--- src/rtl/boot_ctrl_if.sv ---
// Loader-side and program-memory-side signals of the boot controller.
// The master modport is the loader/memory environment; the slave modport is boot_ctrl.
interface boot_ctrl_if #(
  parameter int unsigned ADDR_W = 8
);
  logic              load_start;
  logic [ADDR_W-1:0] load_len;
  logic [31:0]       load_data;
  logic              load_valid;
  logic              load_ready;
  logic              mem_we;
  logic [ADDR_W-1:0] mem_addr;
  logic [31:0]       mem_wdata;

  modport master (
    output load_start, load_len, load_data, load_valid,
    input  load_ready, mem_we, mem_addr, mem_wdata
  );

  modport slave (
    input  load_start, load_len, load_data, load_valid,
    output load_ready, mem_we, mem_addr, mem_wdata
  );
endinterface

--- src/rtl/boot_ctrl.sv ---
// Boot controller: streams a program image into program memory while holding the CPU in
// reset, then gates the CPU clock enable for halt / single-step / free-run execution.
// Optional feature: define BOOT_CTRL_CHECKSUM_EN to require a trailing 32-bit wrapping-sum
// checksum word after the data words; a mismatch returns to IDLE with a sticky err flag.
module boot_ctrl #(
  parameter int unsigned ADDR_W = 8
) (
  input  logic       CLK,
  input  logic       reset,
  boot_ctrl_if.slave bus,
  input  logic       run,
  input  logic       step,
  input  logic       halt_req,
  output logic       cpu_reset,
  output logic       cpu_ce,
  output logic [1:0] state,
  output logic       err
);

  typedef enum logic [1:0] {
    StIdle = 2'd0,
    StLoad = 2'd1,
    StHalt = 2'd2,
    StRun  = 2'd3
  } state_e;

  localparam logic [ADDR_W-1:0] AddrOne = ADDR_W'(1);

  state_e            state_q, state_d;
  logic              run_q;
  logic              step_ce_q, step_ce_d;
  logic [ADDR_W-1:0] len_q, len_d;
  logic [ADDR_W-1:0] cnt_q, cnt_d;
  logic [ADDR_W-1:0] addr_q, addr_d;
  logic [31:0]       wdata_q, wdata_d;
  logic              we_q, we_d;

  logic run_rise;
  logic start;
  logic xfer;
  logic last_word;
  logic chk_phase;

  assign run_rise  = run & ~run_q;
  // load_start is ignored while a load is already in progress
  assign start     = bus.load_start & (state_q != StLoad);
  assign xfer      = bus.load_valid & (state_q == StLoad);
  // len_q == 0 encodes a full 2^ADDR_W load, so the last index wraps to all-ones
  assign last_word = (cnt_q == (len_q - AddrOne));

`ifdef BOOT_CTRL_CHECKSUM_EN
  logic        chk_q, chk_d;
  logic [31:0] sum_q, sum_d;
  logic        err_q, err_d;

  assign chk_phase = chk_q;
  assign err       = err_q;
`else
  assign chk_phase = 1'b0;
  assign err       = 1'b0;
`endif

  // Next-state logic: load_start has priority over every state's own transitions
  always_comb begin
    state_d   = state_q;
    len_d     = len_q;
    cnt_d     = cnt_q;
    addr_d    = addr_q;
    wdata_d   = wdata_q;
    we_d      = 1'b0;
    step_ce_d = 1'b0;
`ifdef BOOT_CTRL_CHECKSUM_EN
    chk_d     = chk_q;
    sum_d     = sum_q;
    err_d     = err_q;
`endif
    if (start) begin
      state_d = StLoad;
      len_d   = bus.load_len;
      cnt_d   = '0;
`ifdef BOOT_CTRL_CHECKSUM_EN
      chk_d   = 1'b0;
      sum_d   = '0;
      err_d   = 1'b0;
`endif
    end else begin
      case (state_q)
        StIdle: begin
        end
        StLoad: begin
          if (xfer && chk_phase) begin
`ifdef BOOT_CTRL_CHECKSUM_EN
            // Checksum word is consumed but never written to memory
            chk_d   = 1'b0;
            err_d   = (bus.load_data != sum_q);
            state_d = (bus.load_data == sum_q) ? StHalt : StIdle;
`endif
          end else if (xfer) begin
            we_d    = 1'b1;
            addr_d  = cnt_q;
            wdata_d = bus.load_data;
            cnt_d   = cnt_q + AddrOne;
`ifdef BOOT_CTRL_CHECKSUM_EN
            sum_d   = sum_q + bus.load_data;
            if (last_word) chk_d = 1'b1;
`else
            if (last_word) state_d = StHalt;
`endif
          end
        end
        StHalt: begin
          // A coincident run edge wins over a step request
          if (run_rise) begin
            state_d = StRun;
          end else if (step) begin
            step_ce_d = 1'b1;
          end
        end
        StRun: begin
          if (!run || halt_req) state_d = StHalt;
        end
        default: state_d = StIdle;
      endcase
    end
  end

  // State and datapath registers
  always_ff @(posedge CLK or posedge reset) begin
    if (reset) begin
      state_q   <= StIdle;
      run_q     <= 1'b0;
      step_ce_q <= 1'b0;
      len_q     <= '0;
      cnt_q     <= '0;
      addr_q    <= '0;
      wdata_q   <= '0;
      we_q      <= 1'b0;
`ifdef BOOT_CTRL_CHECKSUM_EN
      chk_q     <= 1'b0;
      sum_q     <= '0;
      err_q     <= 1'b0;
`endif
    end else begin
      state_q   <= state_d;
      run_q     <= run;
      step_ce_q <= step_ce_d;
      len_q     <= len_d;
      cnt_q     <= cnt_d;
      addr_q    <= addr_d;
      wdata_q   <= wdata_d;
      we_q      <= we_d;
`ifdef BOOT_CTRL_CHECKSUM_EN
      chk_q     <= chk_d;
      sum_q     <= sum_d;
      err_q     <= err_d;
`endif
    end
  end

  assign bus.load_ready = (state_q == StLoad);
  assign bus.mem_we     = we_q;
  assign bus.mem_addr   = addr_q;
  assign bus.mem_wdata  = wdata_q;
  assign cpu_reset      = (state_q == StIdle) || (state_q == StLoad);
  assign cpu_ce         = (state_q == StRun) || step_ce_q;
  assign state          = state_q;

endmodule

--- src/flat_wrapper.sv ---
// flat-port wrapper written by rule: the top's interface ports become plain ports
module boot_ctrl_flat 
#(
  parameter int unsigned ADDR_W = 8
)
  (CLK, reset, run, step, halt_req, cpu_reset, cpu_ce, state, err, bus_load_start, bus_load_len, bus_load_data, bus_load_valid, bus_load_ready, bus_mem_we, bus_mem_addr, bus_mem_wdata);
  boot_ctrl_if #(.ADDR_W(ADDR_W)) bus_i ();
  input  logic CLK;
  input  logic reset;
  input  logic run;
  input  logic step;
  input  logic halt_req;
  output logic cpu_reset;
  output logic cpu_ce;
  output logic [1:0] state;
  output logic err;
  input wire logic [$bits(bus_i.load_start)-1:0] bus_load_start;
  input wire logic [$bits(bus_i.load_len)-1:0] bus_load_len;
  input wire logic [$bits(bus_i.load_data)-1:0] bus_load_data;
  input wire logic [$bits(bus_i.load_valid)-1:0] bus_load_valid;
  output wire logic [$bits(bus_i.load_ready)-1:0] bus_load_ready;
  output wire logic [$bits(bus_i.mem_we)-1:0] bus_mem_we;
  output wire logic [$bits(bus_i.mem_addr)-1:0] bus_mem_addr;
  output wire logic [$bits(bus_i.mem_wdata)-1:0] bus_mem_wdata;
  assign bus_i.load_start = bus_load_start;
  assign bus_i.load_len = bus_load_len;
  assign bus_i.load_data = bus_load_data;
  assign bus_i.load_valid = bus_load_valid;
  assign bus_load_ready = bus_i.load_ready;
  assign bus_mem_we = bus_i.mem_we;
  assign bus_mem_addr = bus_i.mem_addr;
  assign bus_mem_wdata = bus_i.mem_wdata;
  boot_ctrl #(.ADDR_W(ADDR_W)) u_core (.CLK(CLK), .reset(reset), .bus(bus_i), .run(run), .step(step), .halt_req(halt_req), .cpu_reset(cpu_reset), .cpu_ce(cpu_ce), .state(state), .err(err));
endmodule
--- config.mk ---
export PLATFORM = sky130hd
export DESIGN_NAME = boot_ctrl_flat
export DESIGN_NICKNAME = d
export VERILOG_FILES = /design/src/rtl/boot_ctrl_if.sv /design/src/rtl/boot_ctrl.sv /design/src/flat_wrapper.sv
export SDC_FILE = /design/constraint.sdc
export NUM_CORES = 1
export LEC_CHECK = 0
export CAP_MARGIN = 20
export CORE_UTILIZATION = 45
export CTS_CLUSTER_DIAMETER = 120
export DETAILED_ROUTE_END_ITERATION = 16
export PLACE_DENSITY = 0.8
export RECOVER_POWER = 100
export SYNTH_ARGS = -nofsm -noshare
export SYNTH_HDL_FRONTEND = slang
export SYNTH_SLANG_ARGS = --single-unit
--- constraint.sdc ---
create_clock -name CLK -period 3 [get_ports CLK]
set_input_delay 0.3 -clock CLK [delete_from_list [all_inputs] [get_ports CLK]]
set_output_delay 0.3 -clock CLK [all_outputs]
set_load 0.005 [all_outputs]
Yosys cells after proc, flatten, opt, wreduce, memory -nomap -nowiden:

Cells that the tools add are included.

* bits in registers: 61
* bits of input ports: 47
* output and inout port bits: 47
* logic and storage cells: 51

* add/subtract/negate cells: 2
* equality and inequality tests: 9
* mux-type cells: 16
* bitwise logic cells: 5
* reductions and logical operators: 11

Operators with widths (number)
* $mux W8: 3
* $ne A3 B1 Y1 const B: 4
* $mux W2: 5
* $add A8 B1 Y8 const B: 1
* $eq A8 B8 Y1: 1
* $sub A8 B1 Y8 const B: 1
* $mux W1: 7
* $pmux W2 S3: 1
* $reduce_and A5 Y1: 1
* $eq A2 B2 Y1 const B: 2
* $reduce_bool A2 Y1: 2
* $reduce_bool A4 Y1: 1
* $and A1 B1 Y1: 3
* $logic_or A1 B1 Y1: 3
* $reduce_and A3 Y1: 1
* $eq A2 B1 Y1 const B: 1
* $logic_not A2 Y1: 1
* $ne A2 B1 Y1 const B: 1
* $not A1 Y1: 2
* $reduce_and A2 Y1: 1
* $logic_not A1 Y1: 1

Depth between registers and ports, before layout:

* word-level depth: 6
* depth in mapped cells: 8
* depth with buffers taken out: 8

Least setup slack after synthesis:

Ideal clock, no wire load.

* path kind: reg2reg
* start: register u_core.len_q[0]
* end: register u_core.state_q[0], in the netlist u_core.state[0]
* library setup time: 0.079 ns
* arrival: 2.109 ns
* setup slack: 0.812 ns
* cell stages (with the launch flop): 9
* buffers on the path: 0
* clock period less this slack: 2.188 ns
* cell sequence: dfrtp_1 > inv_1 > ha_1 > xor2_1 > nand3_1 > or4_1 > a311o_1 > a21oi_2 > mux2i_1

* cells in the longest elaborated chain, start to end: 4

Ends and longest elaborated chain
* from (decl): line boot_ctrl.sv:32 `logic [ADDR_W-1:0] len_q, len_d;`
* from (signal assigned): line boot_ctrl.sv:147 `len_q <= len_d;`
* $sub A8 B1 Y8: line boot_ctrl.sv:49 `assign last_word = (cnt_q == (len_q - AddrOne));`
* $eq A8 B8 Y1: line boot_ctrl.sv:49
* $ne A3 B1 Y1 (no line)
* $reduce_and A5 Y1 (no line)
* to (signal assigned): line boot_ctrl.sv:130 `state_q <= StIdle;`
* to (signal assigned): line boot_ctrl.sv:144 `state_q <= state_d;`
* to (decl): line boot_ctrl.sv:29 `state_e state_q, state_d;`

No other way between the ends.
A chain may end at the register's enable or synchronous reset.

Worst setup path after layout:

Same ends and word-level chain as after synthesis.

==> impl_metrics.tcl <==
set metrics [dict create \
    syn-cell-area_mm2 0.00270 \
    grtUsageTotal_pct 21.0 \
    ff2ff_path_depth 8 \
    drive_gt1_share_pct 22.4 \
    rows 27 \
    syn_nets 257 \
    path_buf_inv 1 \
    cts_tree "yes" \
    multi_input_area_mm2 0.00107 \
    post-place-ws_ns 0.635 \
    crit_path_end_kind "flip-flop" \
    post-cts-setup-buffer-count 0 \
    clk_pin_slew_ns 0.06 \
    insertion_delay_ns 0.34 \
    outcome "finished clean" \
    synthTopCellsByArea "dfrtp_1 (57%), mux2_2 (19%), ha_1 (2.8%)" \
    grt_pass1_vias 2138 \
    h-tree-depth 3 \
    slew_violations 0 \
    tightestPinTransition_ns 1.18 \
    r2r_setup_slack_ns 0.57 \
    min_path_cells 1 \
    port_buffers 92 \
    setup_ws_ns 0.566 \
    clock.fmax_mhz 411 \
    numCtsBuffers 9 \
    cp-start-kind "flip-flop" \
    p_total_mw 3.62 \
    sw_frac_of_total_pct 28.1 \
    worstHoldStart "u_core.bus.mem_addr[1]" \
    wl_per_cell_um 15.3 \
    cts.path.max_buffers 2 \
    antenna_left 0 \
    root_buffer "clkbuf_8" \
    via_count 1964 \
    worstPathRequired_ns 3.26 \
    power_leakage_nw 1.74 \
    slew-limit-headroom_pct 21.1 \
    grt_max_degree 32 \
    critical_path.cell_chain "inv_1 > ha_1 > xor2_1 > nand3_1 > or4_1 > a311o_1 > a21oi_1 > mux2i_1" \
    wl_mm 5.82 \
    viasPerCell 5.17 \
    crit_slowest_cell "or4_1" \
    powerDensity_mw_per_mm2 922 \
    arrival_ns 2.69 \
    worstPathMaxFanout 4 \
    crit_family "simple AND/OR/NAND/NOR gates" \
    synthFlopType "dfrtp_1" \
    synthCells 204 \
    hold_class "flip-flop to flip-flop" \
    drtIter0Drc 53 \
    internal_power_mw 2.60 \
    boundaryPins 94 \
    hold_buffers 0 \
    hold_viol 0 \
    synth_sequential_area_ratio_pct 56.6 \
    critPathMaxStageDelay_ns 0.52 \
    rsz0062_at_grt "no" \
    synth-seq-cells 61 \
    coreArea_mm2 0.00564 \
    crit_type "flip-flop to flip-flop" \
    max-cap-violations 0 \
    final_util_pct 69.5 \
    finClkSkew_ns 0.00614 \
    seqPwrFrac_pct 36.9 \
    post-dp-hpwl_mm 4.14 \
    drc_errors 0 \
    worstReg2RegEnd "u_core.state[0]" \
    rr_startpoint "u_core.len_q[0]" \
    die_x_um 79.4 \
    nFillCells 427 \
    diodes 0 \
    clock_sinks 61 \
    seq_area_mm2 0.00153 \
    combPwrFrac_pct 37.3 \
    hold_ws_ns 0.501 \
    syn2layout_area_growth_pct 45.3 \
    finalCritPeriodShare_pct 81.1 \
    die_h_um 79.4 \
    ys_async_sr_fraction_pct 100 \
    dr.pass1.iters 4 \
    antenna_found_initial 0 \
    p_clk_share_pct 25.8 \
    cts_resized 0 \
    finalNetCount 356 \
    grt_pass1_wl_mm 9.85 \
    ys_types 37 \
    yosysWarnings 0 \
    grt-ovfl-total 0 \
    ir_drop_mv 0.526 \
    synth_area_per_cell_um2 13.2 \
    setup_tns_ns 0 \
    mostFrequentLayoutCells "dfrtp_1 (61), dlygate4sd3_1 (48), mux2_2 (46)" \
    mostFrequentLayoutCell "dfrtp_1" \
    synth_edf_count 0 \
    gp_congestion 0.800 \
    dieArea_mm2 0.00631 \
    whs_endpoint "u_core.bus.mem_addr[1]" \
    yosys.area.top_type "dfrtp_1" \
    setup_violations 0 \
    min_period_ns 2.43 \
    power.switching_mw 1.02 \
    start_util_pct 47.8 \
    synth_top_cell_area_share_pct 56.6 \
]
worst max-delay path by stage:
stage | from | endpoint | cells after the start | slack [ns]
finish | u_core.len_q[0] | u_core.state[0] | 8 | 0.57
CTS | u_core.len_q[0] | u_core.state[0] | 8 | 0.63
global placement | u_core.len_q[0] | u_core.state[0] | 8 | 0.75
detailed placement | u_core.len_q[0] | u_core.state[0] | 8 | 0.63
global route | u_core.len_q[0] | u_core.state[0] | 8 | 0.41
floorplan | u_core.len_q[0] | u_core.state[0] | 8 | 0.81
power by group through the flow:
stage / Sequential [mW] / Combinational (mW) / Clock, mW
global placement: 1.34 / 1.44 / 0
floorplan: 1.35 / 0.706 / 0
CTS: 1.35 / 1.49 / 0.952
global route: 1.39 / 1.48 / 0.983
detailed placement: 1.36 / 1.48 / 0
finish: 1.34 / 1.35 / 0.931
per-layer routing:
metal / track usage [%] / vias up / share of wire (%)
met4: 11.1 / 0 / 2.5
met1: 23.4 / 976 / 40
met5: 0 / - / 0
met3: 8.91 / 13 / 8.3
met2: 34.0 / 71 / 49
li1: - / 904 / -
sequential cells by signal (all words and copies together), names as in the netlist:
name and cells:
u_core.step_ce_q 1, u_core.state 2, u_core.cnt_q 8, u_core.bus.mem_addr 8, u_core.bus.mem_we 1, u_core.bus.mem_wdata 32
u_core.run_q 1, u_core.len_q 8
cell type report:
cell class              instances  area share [%]
flip-flops and latches         61            38.9
multi-input cells             126            27.3
repair buffers                 97            24.1
clock buffers                  13            4.31
clock inverters                 3            2.30
well taps                      72            2.30
inverters                       8           0.766
cell families (layout without fill, tap and decap cells):
family | after synthesis | in the layout | synth area share (%)
AO/OA/AOI/OAI | 17 | 17 | 4.40
XOR/XNOR | 15 | 15 | 4.87
adder cells (fa/ha/maj) | 6 | 6 | 2.78
buffers and inverters | 17 | 121 | 3.57
flip-flops | 61 | 61 | 56.6
multiplexers | 47 | 47 | 19.6
other | 1 | 1 | 0.139
AND/OR/NAND/NOR | 40 | 40 | 8.11
synthesized netlist by cell type (2+ instances only):
| master | n |
|---|---|
| xnor2_1 | 8 |
| nand2_1 | 8 |
| nand3_1 | 6 |
| or4_1 | 2 |
| dfrtp_1 | 61 |
| nor2_1 | 10 |
| mux2_2 | 46 |
| or2_2 | 2 |
| nor3_1 | 2 |
| o21ai_0 | 9 |
| ha_1 | 6 |
| inv_1 | 8 |
| buf_1 | 2 |
| xor2_1 | 7 |
| clkbuf_1 | 5 |
through the flow:
| stage | instances | area, um2 |
|---|---|---|
| CTS | 380 | 3940 |
| finish | 380 | 3920 |
| floorplan | 204 | 2700 |
| global route | 380 | 3920 |
| global placement | 364 | 3680 |
| detailed placement | 364 | 3680 |
Power figures use the tool's default switching activity.
